$ cat src/rtl/mem_stage.sv
// Memory stage of the 16-bit datapath: issues a request/acknowledge data-memory
// transaction for loads/stores, stalls upstream while busy, registers writeback.
module mem_stage #(
    parameter int unsigned TIMEOUT = 16
) (
    input  logic        clk,
    input  logic        rst,
    input  logic        ex_valid,
    input  logic [15:0] ALU_result,
    input  logic [15:0] read2data,
    input  logic        mem_read,
    input  logic        mem_write,
    input  logic        flush,
    output logic        stall,
    output logic        mem_req,
    output logic        mem_wr,
    output logic [15:0] mem_addr,
    output logic [15:0] mem_wdata,
    input  logic        mem_ack,
    input  logic [15:0] mem_rdata,
    output logic        wb_valid,
    output logic [15:0] wb_data,
    output logic        err
);

    localparam logic [7:0] CNT_LAST = 8'(TIMEOUT - 1);

    typedef enum logic {IDLE, BUSY} state_t;

    state_t      state, state_next;
    logic [7:0]  cnt, cnt_next;
    logic        kill, kill_next;
    logic        req_next, wr_next, wbv_next, err_next;
    logic [15:0] addr_next, wdata_next, wbd_next;
    logic        acc;

    assign acc   = ex_valid & (mem_read | mem_write) & ~flush;
    assign stall = ((state == IDLE) & acc & ~ALU_result[0]) | (state == BUSY);

    always_comb begin
        state_next = state;
        cnt_next   = cnt;
        kill_next  = kill;
        req_next   = mem_req;
        wr_next    = mem_wr;
        addr_next  = mem_addr;
        wdata_next = mem_wdata;
        wbv_next   = 1'b0;
        wbd_next   = wb_data;
        err_next   = 1'b0;
        case (state)
            IDLE: begin
                kill_next = 1'b0;
                if (acc) begin
                    if (ALU_result[0]) begin
                        err_next = 1'b1;
                        wbv_next = 1'b1;
                        wbd_next = '0;
                    end else begin
                        req_next   = 1'b1;
                        wr_next    = mem_write;
                        addr_next  = ALU_result;
                        wdata_next = read2data;
                        cnt_next   = '0;
                        state_next = BUSY;
                    end
                end else if (ex_valid & ~flush) begin
                    wbv_next = 1'b1;
                    wbd_next = ALU_result;
                end
            end
            BUSY: begin
                if (flush) kill_next = 1'b1;
                if (mem_ack) begin
                    // a flush arriving in the ack cycle squashes the result too
                    req_next   = 1'b0;
                    kill_next  = 1'b0;
                    state_next = IDLE;
                    if (!(kill | flush)) begin
                        wbv_next = 1'b1;
                        wbd_next = mem_wr ? mem_addr : mem_rdata;
                    end
                end else if (cnt == CNT_LAST) begin
                    req_next   = 1'b0;
                    err_next   = 1'b1;
                    kill_next  = 1'b0;
                    state_next = IDLE;
                end else begin
                    cnt_next = cnt + 8'd1;
                end
            end
            default: state_next = IDLE;
        endcase
    end

    always_ff @(posedge clk) begin
        if (rst) begin
            state     <= IDLE;
            cnt       <= '0;
            kill      <= 1'b0;
            mem_req   <= 1'b0;
            mem_wr    <= 1'b0;
            mem_addr  <= '0;
            mem_wdata <= '0;
            wb_valid  <= 1'b0;
            wb_data   <= '0;
            err       <= 1'b0;
        end else begin
            state     <= state_next;
            cnt       <= cnt_next;
            kill      <= kill_next;
            mem_req   <= req_next;
            mem_wr    <= wr_next;
            mem_addr  <= addr_next;
            mem_wdata <= wdata_next;
            wb_valid  <= wbv_next;
            wb_data   <= wbd_next;
            err       <= err_next;
        end
    end

endmodule

$ cat config.mk
export PLATFORM = sky130hd
export DESIGN_NAME = mem_stage
export DESIGN_NICKNAME = d
export VERILOG_FILES = /design/src/rtl/mem_stage.sv
export SDC_FILE = /design/constraint.sdc
export NUM_CORES = 1
export LEC_CHECK = 0
export ABC_CLOCK_PERIOD_IN_PS = 3750
export BUFFER_PORTS_ARGS = -buffer_cell sky130_fd_sc_hd__buf_2
export CAP_MARGIN = 20
export CORE_MARGIN = 8
export CORE_UTILIZATION = 50
export DETAILED_ROUTE_END_ITERATION = 6
export PLACE_DENSITY = 0.94
export REMOVE_ABC_BUFFERS = 1
export SYNTH_ARGS = -nofsm -noshare
export SYNTH_HDL_FRONTEND = slang
export SYNTH_SLANG_ARGS = --single-unit
$ cat constraint.sdc
create_clock -name clk -period 3.75 [get_ports clk]
set_input_delay 0.1875 -clock clk [delete_from_list [all_inputs] [get_ports clk]]
set_output_delay 0.1875 -clock clk [all_outputs]
set_load 0.03 [all_outputs]
==> Word-level counts from Yosys, hierarchy flattened <==
Index checks and enable logic that the tools add are counted.
Widths: inputs -> output; s select.
{ "word_totals": {"register_bits": 61, "inputBits": 55, "elab_cells": 73} }
{ "op_classes": {"add_sub_neg": 1, "n_eq_ne": 11, "mux": 36, "bitwise_logic": 11, "reduce_logical": 4} }
{ "ops": {"columns": ["operator", "count"], "rows": [
  ["$mux 16", 6],
  ["$mux 8", 4],
  ["$pmux 16 s2", 1],
  ["$mux 1", 19],
  ["$pmux 8 s2", 1],
  ["$ne 2x2->1 const B", 6],
  ["$pmux 1 s2", 5],
  ["$add 8x1->8 const B", 1],
  ["$eq 8x4->1 const B", 1],
  ["$reduce_and 4->1", 2],
  ["$ne 3x2->1 const B", 2],
  ["$reduce_and 3->1", 2],
  ["$and 1x1->1", 5],
  ["$ne 4x3->1 const B", 1],
  ["$ne 3x3->1 const B", 1],
  ["$not 1->1", 3],
  ["$or 1x1->1", 3]
]} }

==> Logic depth before layout (Yosys ltp) <==
Gate-level depths: netlist (run 1).
{ "depth": {"word_depth": 6, "depth_mapped": 7, "depth_no_buf": 5} }

==> Worst setup path after synthesis (run 1) <==
No wires, ideal clock.
{ "synth_timing": {"path_kind": "register to register", "startpoint": "register mem_wr", "endpoint": "register wb_data[9]", "arrival_ns": 1.723, "slack_ns": 1.895, "stages_incl_launch_ff": 6, "n_path_buf": 2, "period_less_slack_ns": 1.855, "cell_sequence": "dfxtp_1 > buf_2 > clkbuf_1 > mux2_2 > a221oi_1 > nor3_1"} }
{ "synth_between": {"elab_chain_len": 4} }
{ "synth_lines": {"columns": ["element", "line_no", "text"], "rows": [
  ["start, declared", "16", "output logic mem_wr,"],
  ["start signal, assigned", "113", "mem_wr <= wr_next;"],
  ["$mux 16", "81", "wbd_next = mem_wr ? mem_addr : mem_rdata;"],
  ["$mux 16", "79", "if (!(kill | flush)) begin"],
  ["$mux 16", "74", "if (mem_ack) begin"],
  ["$pmux 16 s2", "51", "case (state)"],
  ["end signal, assigned", "117", "wb_data <= wbd_next;"],
  ["end, declared", "22", "output logic [15:0] wb_data,"]
]} }
Every way passes these cells. The select of a mux whose other input is x is not followed.
A chain may end at the register's enable or synchronous reset.

==> Worst setup path in the final report (run 1) <==
{ "layout_timing": {"startpoint": "register state", "endpoint": "register cnt[5]"} }
{ "layout_between": {"elab_chain_len": 3, "word_cells_on_any_way": 7} }
{ "layout_lines": {"columns": ["element", "line_no", "text"], "rows": [
  ["start, declared", "30", "state_t state, state_next;"],
  ["start signal, assigned", "109", "state <= state_next;"],
  ["$not 1->1", null, null],
  ["$ne 2x2->1 (no line)", null, null],
  ["$reduce_and 4->1 (no line)", null, null],
  ["end signal, assigned", "110", "cnt <= cnt_next;"],
  ["end, declared", "31", "logic [7:0] cnt, cnt_next;"]
]} }
Several ways; a longest one is shown, not always the timed one.

==> key figures, run 1 <==
Floorplan
  – Core Area: 5170 um^2
  – Initial Util: 52.1%
  – DIE WIDTH: 89.4 um
  – I/O pin cnt: 108
  – Full die area: 8000 um^2
  – Die height: 89.4 um
  – # rows: 26

Place
  – Detailed Place HPWL: 5.31 mm
  – Port bufs: 106
  – DP Cell Count: 460
  – Setup WS pre-CTS: 1.60 ns
  – Gpl congestion: 0.894

Global route
  – Wire length of the first global-routing pass: 11.6 mm
  – Pin count of the biggest net entering global routing: 45
  – Total Routing Usage GR: 18.6%
  – Total global routing overflow: 0
  – Vias in the first global route: 2558
  – Initial antenna violation count: 0

Drt
  – Iter 0 DRT Violations: 143
  – First-pass DRT Iterations: 4
  – Via-to-Cell Ratio: 5.46
  – DR WL/cell: 15.7 um
  – Total number of vias: 2595
  – Antenna-violating nets left: 0
  – Residual DRC: 0
  – Total Wirelength: 7.46 mm

Cells and area
  – Commonest non-fill, non-tap cell in the layout: buf_2
  – Synth-to-layout area growth: 27.0%
  – Fillcell total: 410
  – Nets: 458
  – Layout cells sized above 1: 38.0%
  – Post-route insts no fill: 475
  – Commonest non-fill, non-tap cells in the layout: buf_2, nand2_1, dfxtp_1
  – Antenna cells: 0

Timing
  – Period minus WS final: 2.00 ns
  – Final Setup Violations: 0
  – Slew of the pin with the lowest slew margin: 1.01 ns
  – Worst hold margin: 0.102 ns
  – RSZ-0062 raised after global routing: no
  – Final Hold Fails: 0
  – Slew Limit Fails: 0
  – Layout Skew: 0.00619 ns
  – Period utilization: 53.4%
  – Final setup margin: 1.75 ns
  – Fmax: 0.499 GHz
  – Setup Total Neg Slack: 0 ns
  – Worst slew margin: 32.4%

Pwr
  – Leakage: 1.47 nW
  – P per Cell Area: 431 nW/um^2
  – Max rail drop VDD: 0.000364 V

Synthesis
  – Library cells used by synthesis: 42
  – Synth Instances: 307
  – Seq cells post-synth: 61
  – Dominant cell type by area after synthesis: dfxtp_1
  – Seq/Total Area, Yosys: 45.3%
  – Largest cells by area after synthesis: dfxtp_1, nand2_1, a21oi_1
  – Synth top area share: 45.3%
  – Avg Inst Size Synth: 8.78 um^2
  – Yosys warning count: 0
  – Synthesized area: 2700 um^2

Clocking
  – Clock Latency Late Sink: 0.32 ns
  – CTS buffer count: 9
  – PostCTS Resize Cnt: 0
  – Post-CTS setup buffer count: 0
  – H-tree depth: 3
  – Clock tree buffer depth: 2
  – CTS tree: done
  – CTS clock-pin slew for the worst setup and hold paths: 0.06 ns
  – Hold Buf Count CTS: 0
  – CTS Root Cell: clkbuf_8
  – Clock sinks: 61

Worst setup path
  – Crit path max fanout: 24
  – WS Path Type: flip-flop to flip-flop
  – CP Capture Type: flip-flop
  – R2R depth: 5
  – R2R Path End: cnt[5]$_SDFFE_PP0P_
  – Reg2reg setup slack: 1.75 ns
  – Worst R2R Start: state$_SDFF_PP0_
  – CP arrival: 2.23 ns
  – CP required: 3.98 ns
  – Worst Setup Start Kind: flip-flop

Hold path
  – HP Start: read2data[9]
  – Hold EP: mem_wdata[9]$_SDFFE_PP0P_
  – WHS Path Cells: 3
  – Hold/Removal Path Class: input pin to flip-flop

Run
  – Maxcap violations: 0

Run status
  – Outcome: finished, final reports clean
## final cells by class
| class | instances | area, um^2 | share of cell area [%] |
|---|---|---|---|
| Tap cell | 70 | 87.6 | 2.56 |
| Sequential cell | 61 | 1220 | 35.7 |
| Clock buffer | 13 | 169 | 4.93 |
| Inverter | 1 | 3.75 | 0.110 |
| Timing Repair Buffer | 109 | 573 | 16.7 |
| Multi-Input combinational cell | 220 | 1340 | 39.1 |
| Clock inverter | 1 | 30.0 | 0.877 |
## worst max-delay path: stages, from the launching register on
cell and delay (ns):
dfxtp_1 0.44, buf_4 0.37, and2b_1 0.33, o21ai_4 0.15, or4_1 0.53, o311ai_2 0.09
## through the flow
step                      cell area [um^2]  util, %  power, mW
after floorplan                       2560        -      0.820
after global placement                3200     61.8      0.902
after detailed placement              3200     61.8      0.908
after CTS                             3400     65.7       1.50
after global routing                  3420     66.2       1.54
final                                 3420     66.2       1.48
## cells by family after synthesis
logic type	count (synthesis)	synth area share, %
compound gates	71	20.6
fa+ha+maj	1	0.464
buf+inv	26	5.01
mux	15	6.26
other cells	1	0.139
simple gates	132	22.2
flops	61	45.3
## synth_stat cells, drive strengths merged
library cell,instances
nand3b,1
and3,3
or3,1
or4,2
o31ai,1
inv,1
nand2,69
nor2,21
clkbuf,13
a221oi,17
a311oi,4
a21oi,40
o21ai,2
a41oi,1
nand4,1
o21a,2
o21bai,1
a221o,1
nand2b,3
o311ai,1
dfxtp,61
nor3,18
o211ai,1
buf,12
conb,1
nor2b,3
mux2,15
ha,1
nand4b,2
and2b,1
nand3,6
or2,1
## worst max-delay path by stage
stage,start,endpoint,slack (ns),cells past startpoint
3_3_place_gp,mem_write,mem_wr$_SDFFE_PP0P_,1.73,5
2_1_floorplan,state$_SDFF_PP0_,wb_data[15]$_SDFFE_PP0P_,1.54,4
6_report,state$_SDFF_PP0_,cnt[5]$_SDFFE_PP0P_,1.75,5
4_1_cts,state$_SDFF_PP0_,mem_wdata[12]$_SDFFE_PP0P_,1.68,4
5_1_grt,state$_SDFF_PP0_,cnt[5]$_SDFFE_PP0P_,1.64,5
3_5_place_dp,mem_write,mem_wdata[12]$_SDFFE_PP0P_,1.60,5
## state kept, by name, summed over array words and instances, names as in the netlist
register,count
mem_req,1
kill,1
cnt,8
wb_data,16
wb_valid,1
state,1
mem_wr,1
err,1
mem_wdata,16
mem_addr,15
## report_power, final
group	switching, mW	total, mW	internal, mW
sequential	0.0154	0.687	0.672
combinational	0.136	0.210	0.0741
clock	0.226	0.580	0.354
## routing by layer
layer  track usage, %  routed length (um)  up-vias
li1                 -                   -     1274
met1             20.3                3030     1205
met2             33.2                3760      108
met3             5.06                 618        8
met4             7.40                  59        0
met5                0                   0        -
Note: power is estimated with default switching activity, not from simulation.
==> run 2: changes to the inputs <==
- ABC_CLOCK_PERIOD_IN_PS: 3750 -> 2050
- CORE_UTILIZATION: 50 -> 48
- PLACE_DENSITY: 0.94 -> 0.91
- clock period: 3.75 -> 2.05 ns (I/O delays scaled with it)
==> run 2 against run 1 <==
Against the previous run:
- via count rose by 3.4%
- worst setup slack worse by 1.4 ns
- clock skew down 0.0034 ns
- first-iteration DRC count is 9.1% lower
- count of clock-buffer cells in the layout is 2 lower
- hold slack got worse by 0.085 ns
- design area increased by 2.7%
- critical path type unchanged
- critical endpoint is now wb_data[4]$_SDFFE_PP0P_
- largest cell class unchanged
==> key figures, run 2 (same netlist as run 1, synthesis figures left out) <==
Run status
  – Outcome: finished, final reports clean

Timing
  – RSZ-0062 raised after global routing: no
  – Period minus WS final: 1.74 ns
  – Period utilization: 84.7%
  – Final Hold Fails: 0
  – Fmax: 0.576 GHz
  – Layout Skew: 0.00284 ns
  – Final setup margin: 0.313 ns
  – Slew Limit Fails: 0
  – Final Setup Violations: 0
  – Worst slew margin: 37.0%
  – Slew of the pin with the lowest slew margin: 0.944 ns

Clocking
  – CTS clock-pin slew for the worst setup and hold paths: 0.06 ns
  – H-tree depth: 3
  – CTS tree: done
  – Clock Latency Late Sink: 0.32 ns
  – CTS Root Cell: clkbuf_8
  – Clock sinks: 61
  – Clock tree buffer depth: 2
  – CTS buffer count: 9

Cells and area
  – Antenna cells: 0
  – Nets: 472
  – Synth-to-layout area growth: 30.4%
  – Register Area: 1220 um^2
  – Layout cells sized above 1: 38.7%
  – Largest regs: mem_wdata (16), wb_data (16), mem_addr (15)
  – Commonest non-fill, non-tap cells in the layout: buf_2, nand2_1, dfxtp_1
  – Post-layout util: 64.3%
  – Fillcell total: 473
  – Commonest non-fill, non-tap cell in the layout: buf_2
  – Area of the multi-input gates: 1340 um^2

Floorplan
  – Die height: 91.0 um
  – Core Area: 5470 um^2
  – I/O pin cnt: 108
  – DIE WIDTH: 91.0 um
  – Initial Util: 49.3%
  – # rows: 27
  – Full die area: 8270 um^2

Pwr
  – Psw: 0.716 mW
  – Max rail drop VDD: 0.000437 V
  – Switching part of the total: 27.7%
  – Combinational Power Share: 15.5%
  – Part of the power in registers: 48.6%
  – P per Cell Area: 735 nW/um^2
  – Total power: 2.59 mW
  – Clock power share: 36.0%
  – P_int: 1.87 mW
  – Leakage: 1.52 nW

Global route
  – Total Routing Usage GR: 18.2%
  – Pin count of the biggest net entering global routing: 38
  – Initial antenna violation count: 0
  – Total global routing overflow: 0
  – Wire length of the first global-routing pass: 12.5 mm
  – Vias in the first global route: 2646

Drt
  – Residual DRC: 0
  – Antenna-violating nets left: 0
  – Via-to-Cell Ratio: 5.44
  – DR WL/cell: 15.5 um
  – First-pass DRT Iterations: 4
  – Total number of vias: 2682
  – Iter 0 DRT Violations: 130
  – Total Wirelength: 7.65 mm

Worst setup path
  – CP max stage cell: a221o_2
  – CP required: 2.25 ns
  – CP arrival: 1.94 ns
  – Worst Setup Start Kind: flip-flop
  – WS Path Type: flip-flop to flip-flop
  – Delay of the slowest cell on the worst path: 0.57 ns
  – CP Capture Type: flip-flop
  – Crit path max fanout: 17
  – Critical-path cell list: nand3b_1 -> a221o_2 -> a221oi_1 -> nor3_1

Place
  – Gpl congestion: 0.805
  – Port bufs: 106
  – Setup WS pre-CTS: 0.0787 ns
  – Detailed Place HPWL: 5.42 mm

Run
  – Maxcap violations: 0

Hold path
  – Hold/Removal Path Class: input pin to flip-flop
## run 2: critical path, delay by kind of cell, from the launching register on
kind / cells / cell delay, ns
simple gates: 2 / 0.27
flops: 1 / 0.46
compound gates: 2 / 0.87
## run 2: worst paths after layout
kind	start	end	slack, ns	cells past startpoint
worst min register to register	mem_wdata[13]$_SDFFE_PP0P_	mem_wdata[13]$_SDFFE_PP0P_	0.45	2
worst max-delay path	state$_SDFF_PP0_	wb_data[4]$_SDFFE_PP0P_	0.31	4
worst max register to register	state$_SDFF_PP0_	wb_data[4]$_SDFFE_PP0P_	0.31	4
worst min-delay path	read2data[10]	mem_wdata[10]$_SDFFE_PP0P_	0.02	3
## run 2: layout make-up
| type | count | area share, % |
|---|---|---|
| tap | 72 | 2.56 |
| sequential | 61 | 34.8 |
| clock inverter | 5 | 0.711 |
| clock buffer | 11 | 4.30 |
| multi-input combinational | 220 | 38.1 |
| inverter | 1 | 0.107 |
| timing repair buffer | 123 | 19.4 |
## run 2: per-layer routing
layer  GRT usage, %  share of wire, %  vias up
met5              0                 0        -
li1               -                 -     1305
met3           7.41               9.4       15
met2           28.7                46      130
met1           21.6                43     1232
met4           7.23               1.7        0
## run 2: timing repair
| item | in CTS | in global routing |
|---|---|---|
| setup buffers | 0 | 0 |
| hold buffers | 9 | 1 |
| gates resized for setup | 0 | 2 |
| endpoints found under the setup margin | 0 | 10 |
| hold endpoints to repair | 9 | 1 |
## run 2: stage by stage
step           area, um^2  setup TNS, ns  instances  hold slack (ns)
6_report             3520              0        493           0.0173
4_1_cts              3500              0        492         0.000176
5_1_grt              3520              0        493          0.00635
3_5_place_dp         3240              0        467            0.352
3_3_place_gp         3240              0        467            0.345
2_1_floorplan        2560          -2.10        282            0.172
## run 2: power groups by stage
stage | registers (mW) | clock network (mW) | logic, mW
2_1_floorplan | 1.37 | 0 | 0.135
3_3_place_gp | 1.28 | 0 | 0.376
3_5_place_dp | 1.28 | 0 | 0.384
4_1_cts | 1.25 | 0.959 | 0.398
5_1_grt | 1.26 | 1.02 | 0.433
6_report | 1.26 | 0.931 | 0.400
